$ cat src/rtl/udp_stream_sender.sv
// udp_stream_sender: buffers a 32-bit valid/ready stream in a FIFO and
// frames it as UDP packets on the UPL output bus. The header is SRC_IP,
// DST_IP, ports, byte count and an optional sequence word, followed by the
// payload. A packet launches on MAX_WORDS buffered words or on an idle timeout.
module udp_stream_sender #(
  parameter int FIFO_AW        = 7,
  parameter int MAX_WORDS      = 64,
  parameter int TIMEOUT_CYCLES = 125000000,
  parameter int SEQ_EN         = 1
) (
  input  logic        clk,
  input  logic        reset,
  input  logic [31:0] s_data,
  input  logic        s_valid,
  output logic        s_ready,
  output logic        UPLout_Reqeust,
  input  logic        UPLout_Ack,
  output logic        UPLout_Enable,
  output logic [31:0] UPLout_Data,
  input  logic [31:0] SRC_IP,
  input  logic [31:0] DST_IP,
  input  logic [15:0] SRC_PORT,
  input  logic [15:0] DST_PORT,
  output logic [31:0] pkt_count,
  output logic        busy
);
  localparam int DEPTH   = 1 << FIFO_AW;
  localparam int CW      = FIFO_AW + 1;
  localparam int TW      = $clog2(TIMEOUT_CYCLES + 1);
  localparam int HDR_LEN = 4 + SEQ_EN;
  localparam logic [CW-1:0] MAXW = CW'(MAX_WORDS);
  localparam logic [TW-1:0] TMO  = TW'(TIMEOUT_CYCLES);

  typedef enum logic [1:0] {IDLE, REQ, HDR, DATA} state_t;

  state_t state, state_nxt;

  // FIFO storage and bookkeeping
  logic [31:0]        mem [DEPTH];
  logic [FIFO_AW-1:0] wr_ptr, rd_ptr;
  logic [CW-1:0]      count, count_nxt;
  logic               wr_en, rd_en;

  // Launch / timer
  logic [TW-1:0] timer;
  logic          launch;
  logic [CW-1:0] n_sel;

  // Per-packet latched context
  logic [CW-1:0] n_words;
  logic [31:0]   bytes_q, src_q, dst_q, ports_q, seq;
  logic [2:0]    hdr_idx;
  logic [CW-1:0] wcnt;
  logic          hdr_last, last_word;

  assign wr_en     = s_valid & s_ready;
  assign count_nxt = count + CW'(wr_en) - CW'(rd_en);
  assign launch    = (state == IDLE) &&
                     ((count >= MAXW) || ((count != '0) && (timer == TMO)));
  assign n_sel     = (count >= MAXW) ? MAXW : count;
  assign hdr_last  = (state == HDR) && (hdr_idx == 3'(HDR_LEN - 1));
  assign last_word = (state == DATA) && (wcnt == n_words - CW'(1));

  // FIFO write port (storage needs no reset; pointers do)
  always_ff @(posedge clk) begin
    if (wr_en) mem[wr_ptr] <= s_data;
  end

  // FIFO pointers, occupancy and registered ready (from next-cycle fullness)
  always_ff @(posedge clk or posedge reset) begin
    if (reset) begin
      wr_ptr  <= '0;
      rd_ptr  <= '0;
      count   <= '0;
      s_ready <= 1'b0;
    end else begin
      if (wr_en) wr_ptr <= wr_ptr + 1'b1;
      if (rd_en) rd_ptr <= rd_ptr + 1'b1;
      count   <= count_nxt;
      s_ready <= (count_nxt != CW'(DEPTH));
    end
  end

  // Idle timer: counts partial-fill cycles in IDLE, saturates at the timeout
  always_ff @(posedge clk or posedge reset) begin
    if (reset) begin
      timer <= '0;
    end else if (launch || count == '0) begin
      timer <= '0;
    end else if (state == IDLE && count < MAXW && timer != TMO) begin
      timer <= timer + 1'b1;
    end
  end

  // Capture packet length and addressing at launch so later changes don't tear a packet
  always_ff @(posedge clk or posedge reset) begin
    if (reset) begin
      n_words <= '0;
      bytes_q <= '0;
      src_q   <= '0;
      dst_q   <= '0;
      ports_q <= '0;
    end else if (launch) begin
      n_words <= n_sel;
      bytes_q <= (32'(n_sel) + 32'(SEQ_EN)) << 2;
      src_q   <= SRC_IP;
      dst_q   <= DST_IP;
      ports_q <= {SRC_PORT, DST_PORT};
    end
  end

  // Header and payload position counters
  always_ff @(posedge clk or posedge reset) begin
    if (reset) begin
      hdr_idx <= '0;
      wcnt    <= '0;
    end else begin
      hdr_idx <= (state == HDR)  ? hdr_idx + 1'b1 : '0;
      wcnt    <= (state == DATA) ? wcnt + 1'b1    : '0;
    end
  end

  // Packet and sequence counters advance as the last payload word leaves
  always_ff @(posedge clk or posedge reset) begin
    if (reset) begin
      pkt_count <= '0;
      seq       <= '0;
    end else if (last_word) begin
      pkt_count <= pkt_count + 1'b1;
      seq       <= seq + 1'b1;
    end
  end

  // State register
  always_ff @(posedge clk or posedge reset) begin
    if (reset) state <= IDLE;
    else       state <= state_nxt;
  end

  // Next-state logic; Ack only matters while requesting
  always_comb begin
    state_nxt = state;
    unique case (state)
      IDLE:    if (launch)     state_nxt = REQ;
      REQ:     if (UPLout_Ack) state_nxt = HDR;
      HDR:     if (hdr_last)   state_nxt = DATA;
      DATA:    if (last_word)  state_nxt = IDLE;
      default:                 state_nxt = IDLE;
    endcase
  end

  // Output decode; data bus is forced to zero whenever Enable is low
  always_comb begin
    UPLout_Reqeust = (state == REQ);
    UPLout_Enable  = (state == HDR) || (state == DATA);
    rd_en          = (state == DATA);
    busy           = (state != IDLE);
    UPLout_Data    = '0;
    if (state == HDR) begin
      case (hdr_idx)
        3'd0:    UPLout_Data = src_q;
        3'd1:    UPLout_Data = dst_q;
        3'd2:    UPLout_Data = ports_q;
        3'd3:    UPLout_Data = bytes_q;
        default: UPLout_Data = seq;
      endcase
    end else if (state == DATA) begin
      UPLout_Data = mem[rd_ptr];
    end
  end
endmodule

$ cat config.mk
export PLATFORM = sky130hd
export DESIGN_NAME = udp_stream_sender
export DESIGN_NICKNAME = d
export VERILOG_FILES = /design/src/rtl/udp_stream_sender.sv
export SDC_FILE = /design/constraint.sdc
export NUM_CORES = 2
export LEC_CHECK = 0
export CAP_MARGIN = 20
export CORE_UTILIZATION = 60
export CTS_CLUSTER_DIAMETER = 80
export DETAILED_ROUTE_END_ITERATION = 10
export PLACE_DENSITY_LB_ADDON = 0.2
export SLEW_MARGIN = 20
export SYNTH_ARGS = -nofsm -noshare
export SYNTH_HDL_FRONTEND = slang
export SYNTH_SLANG_ARGS = --single-unit
export TNS_END_PERCENT = 1
$ cat constraint.sdc
create_clock -name clk -period 11 [get_ports clk]
set_input_delay 1.1 -clock clk [delete_from_list [all_inputs] [get_ports clk]]
set_output_delay 1.1 -clock clk [all_outputs]
set_load 0.005 [all_outputs]
======== After elaboration in Yosys (flattened, before gate mapping) ========
Memory sizes are Yosys's and may differ from the RTL's.
Cells that the tools add are included.
cells by class
  reductions and logical operators ........ 16
  bitwise gates (word level) .............. 1
  add/sub/neg operators ................... 11
  muxes and demuxes ....................... 15
  equality and inequality tests ........... 15
  order comparisons ....................... 2
operators by type and width
  cell                     number
  $pmux W32 S4             1
  $add A32 B1 Y32 const B  2
  $mux W32                 2
  $mux W27                 2
  $add A27 B1 Y27 const B  1
  $eq A27 B27 Y1 const B   1
  $ne A27 B27 Y1 const B   1
  $mux W8                  2
  $add A7 B1 Y7 const B    2
  $add A8 B1 Y9 const B    1
  $add A8 B1 Y8            1
  $add A8 B1 Y8 const B    1
  $eq A8 B8 Y1             1
  $ge A8 B7 Y1 const B     1
  $logic_not A8 Y1         1
  $lt A8 B7 Y1 const B     1
  $mux W2                  4
  $ne A8 B8 Y1 const B     1
  $pmux W2 S4              1
  $reduce_bool A8 Y1       1
  $sub A8 B1 Y8            1
  $sub A8 B1 Y8 const B    1
  $eq A3 B2 Y1 const B     2
  $logic_and A1 B1 Y1      6
  other kinds (15)         22
storage, ports and cells
  register bits after elaboration ......... 261
  output and inout port bits .............. 68
  input port bits ......................... 132
  memories kept ........................... 1
  logic and storage cells ................. 76
  bits in writable memories ............... 4096
memories
  name  depth  bits a word  read ports  clocked after Yosys merged registers in  write ports  line  RTL
  mem   128    32           1           0                                        1            39    logic [31:0] mem [DEPTH];

======== Longest topological paths before layout ========
  depth in word-level cells ............... 6
  mapped depth ............................ 15
  gate-level depth less buffers ........... 14

======== Worst setup path after synthesis ========
Ideal clock, no wire load.
  path kind ............................... input to register
  start point ............................. input s_valid
  end point ............................... memory mem[31][0], enable pin
  slack ................................... 6.179 ns
  arrival ................................. 4.360 ns
  stages .................................. 7
  path buffers ............................ 1
  data required time ...................... 10.539 ns
  setup time .............................. 0.461 ns
  cells stage by stage .................... and2_1 clkbuf_1 clkinv_1 or2_2 inv_1 nand2_1 nor3_1
between the ends
  cells in the longest elaborated chain, start to end .. 3
ends and longest elaborated chain
  element                        line  RTL
  start: declaration             14    input logic s_valid,
  $and A1 B1 Y1                  56    assign wr_en = s_valid & s_ready;
  $mux W1                        66    if (wr_en) mem[wr_ptr] <= s_data;
  $mux W1 (implied by the code)  66
  end: declaration               39
No other way between the ends.

======== Final worst setup path ========
  start point ............................. register rd_ptr[0]
  end point ............................... output UPLout_Data[8]
between the ends
  cells in the longest elaborated chain, start to end .. 3
ends and longest elaborated chain
  element                   line  RTL
  start: declaration        40    logic [FIFO_AW-1:0] wr_ptr, rd_ptr;
  start signal: assignment  78    if (rd_en) rd_ptr <= rd_ptr + 1'b1;
  $mem_v2 Z128 W32          n/a
  $mux W32                  167   end else if (state == DATA) begin
  $mux W32                  159   if (state == HDR) begin
  end: declaration          19    output logic [31:0] UPLout_Data,
No other way between the ends.

==> results.toml <==
[grt]
grtUsageTotal = 0.3368
antenna_found_initial = 37
grt_max_degree = 127
grt_pass1_vias = 86750
grt_pass1_wl_um = 656100
overflow = 0

[floorplan]
rows = 193
pin_count = 200
fp.dieArea_um2 = 281900
die_x_um = 531.0
fp.dieH_um = 531.0
start_util = 0.6051
coreArea_um2 = 277500

[cells_and_area]
fin_area_um2 = 189800
layout.nets = 8514
final_layout_size_suffix_gt1_frac = 0.2456
final_common_cell = "edfxtp_1"
final_cell_mix = "4,096 x edfxtp_1, 942 x mux4_2, 430 x clkbuf_16"
area_delta_synth_final_pct = 13.06

[pwr]
combPwrFrac = 0.292
power_density_nw_per_um2 = 249.6
p_leak_nw = 61.07
internal_power_mw = 32.38
seq_power_share = 0.401
clkPwrFrac = 0.307
ir_worst_vdd_uv = 284.4
netSwitchingPower_mw = 15.00
switching_share = 0.3166

[cts]
cts_root_buffer = "clkbuf_16"
cts_htree_levels = 5
clockBufferDepth = 4
cts_buffers = 425
clock_latency_ns = 0.98
cts_num_sinks = 4336
clkTransAtPathRegs_ns = 0.06
cts_tree = "built"
postCtsHoldBufs = 0
cts_setup_buffers = 0
cts_resized = 0

[worst_setup_path]
crit_start = "rd_ptr[0]"
critPathKind = "flip-flop to primary output"
worst_path_most_repeated_cell = "buf_12"
cp_slowest_cell = "o31ai_1"
worstPathRequired_ns = 9.90
critical-path-max-stage-delay_ns = 1.04
crit_path_max_fanout = 82
r2r_start = "s_ready"
worstPathArrival_ns = 6.92
crit_buf_inv = 3
startpoint_type = "flip-flop"
worstSetupEndpointType = "primary output"
cp_top_family = "compound AO/OA/AOI/OAI gates"
path_cells = "buf_12 -> buf_12 -> mux4_2 -> a22o_1 -> a221oi_1 -> a221oi_2 -> o31ai_1 -> o21ai_0 -> clkdlybuf4s50_1"

[run]
cap_violations = 0

[sta]
tns_ns = 0
setup_violations = 0
hold_viol = 0
slew_viol_final = 0
finClkSkew_ns = 0.05700
rsz0062_at_grt = "no"
period_share = 0.7292
fmax_mhz = 124.7
max-slew-margin-rel = 0.1244
tightest_slew_ns = 1.305
fin_crit_ns = 8.021

[logic_synthesis]
synth_nets = 8052
avgSynthCellArea_um2 = 21.28
yosys.cell_types.count = 72
async_reset_ff_frac = 0.05535
synth_top_area_frac = 0.7326
yosysWarnings = 0
syn-instance-count = 7889
synth_area_um2 = 167900
synth_area_leaders = "edfxtp_1 73%, mux4_2 13%, dfrtp_1 3.6%"
synth-main-ff-cell = "edfxtp_1"
synth.yosys.seq_area_share = 0.7684
synth-seq-cells = 4336
synth_enable_flop_cells = 4096
yosys.area.top_type = "edfxtp_1"

[routing]
drt-initial-drc-count = 13460
vias_per_cell = 7.027
wl_um = 470300
wire_per_inst_um = 37.80
dr_total_vias = 87430
post-route-drc-count = 0
dr.pass1.iters = 8
drtAntennaViolNets = 0

[placed_design]
place_hpwl_um = 257600
dpl_cell_area_um2 = 175800
portBuffers = 199
gp_congestion = 0.8542

[hold_path]
min_from = "s_data[4]"
worstHoldPathType = "primary input to flip-flop"

[status]
status = "finished, final reports clean"
-- cell usage after synthesis (82+ instances only) --
cell type and number:
clkbuf_1 205, o22ai_1 98, a21oi_1 94, nand3_1 86
nor2_1 254, dfrtp_1 240, buf_2 132, a22oi_1 150
edfxtp_1 4096, xor2_1 82, mux2i_1 376, mux4_2 942
nand2_1 157
-- sequential cells by signal, summed over array words and instances (netlist names) --
signal / flops
n_words: 8
s_ready: 1
ports_q: 32
src_q: 32
rd_ptr: 7
dst_q: 32
mem: 4096
timer: 27
count: 8
state: 2
wcnt: 8
pkt_count: 32
hdr_idx: 3
wr_ptr: 7
bytes_q: 9
seq: 32
-- per-stage QoR --
step	utilization	total power, mW	std cells	setup slack (ns)	hold slack (ns)
2_1_floorplan	-	27.66	7889	3.312	0.4391
3_3_place_gp	0.6331	32.68	11620	4.012	0.4562
3_5_place_dp	0.6334	32.89	11630	4.002	0.4619
4_1_cts	0.6838	47.26	12420	2.991	0.3538
5_1_grt	0.6840	48.63	12430	2.887	0.3965
6_report	0.6841	47.39	12440	2.979	0.4068
-- area by class of cell --
cell class	count	area [µm²]
Antenna cell	16	40.04
Clock buffer	535	11320
Clock inverter	261	2646
Fill cell	16720	87650
Inverter	41	161.4
Multi-Input combinational cell	3058	37650
Sequential cell	4336	129000
Tap cell	3705	4636
Timing Repair Buffer	489	4337
-- logic make-up after synthesis --
group	Yosys count	share of synthesized area
simple gates	723	0.02042
mux	1422	0.1558
compound gates	760	0.03276
xor+xnor	122	0.006409
flops	4336	0.7684
fa+ha+maj	31	0.002355
buf+inv	495	0.01395
-- worst reg2reg max path, stage by stage, from the launching register on --
cell and delay [ns]:
dfrtp_1 0.34, and2_1 0.82, clkinv_1 0.99, or2_2 0.96, nor2_4 0.82, buf_4 0.51
-- path summary, 6_finish.rpt --
| check | end | slack (ns) | cells past startpoint |
|---|---|---|---|
| min in group asynchronous | ports_q[25] | 0.69 | 2 |
| worst min register to register | seq[31] | 0.47 | 1 |
| worst max register to register | mem[92][19] | 6.19 | 5 |
| worst min-delay path | mem[125][4] | 0.41 | 1 |
| worst max-delay path | UPLout_Data[8] | 2.98 | 9 |
| max in group asynchronous | rd_ptr[5] | 8.65 | 3 |
-- metal layers --
metal | track usage | part of all wire
met4 | 0.1403 | 0.047
met2 | 0.5120 | 0.46
met3 | 0.08955 | 0.14
met1 | 0.4687 | 0.35
met5 | 0 | 0.00041
-- power groups by stage --
stage	registers [mW]	logic [mW]	clock network (mW)
2_1_floorplan	19.1	8.56	0
3_3_place_gp	19.3	13.4	0
3_5_place_dp	19.4	13.5	0
4_1_cts	19.0	13.6	14.6
5_1_grt	19.1	14.3	15.3
6_report	19.0	13.8	14.6
Power figures use the tool's default switching activity.
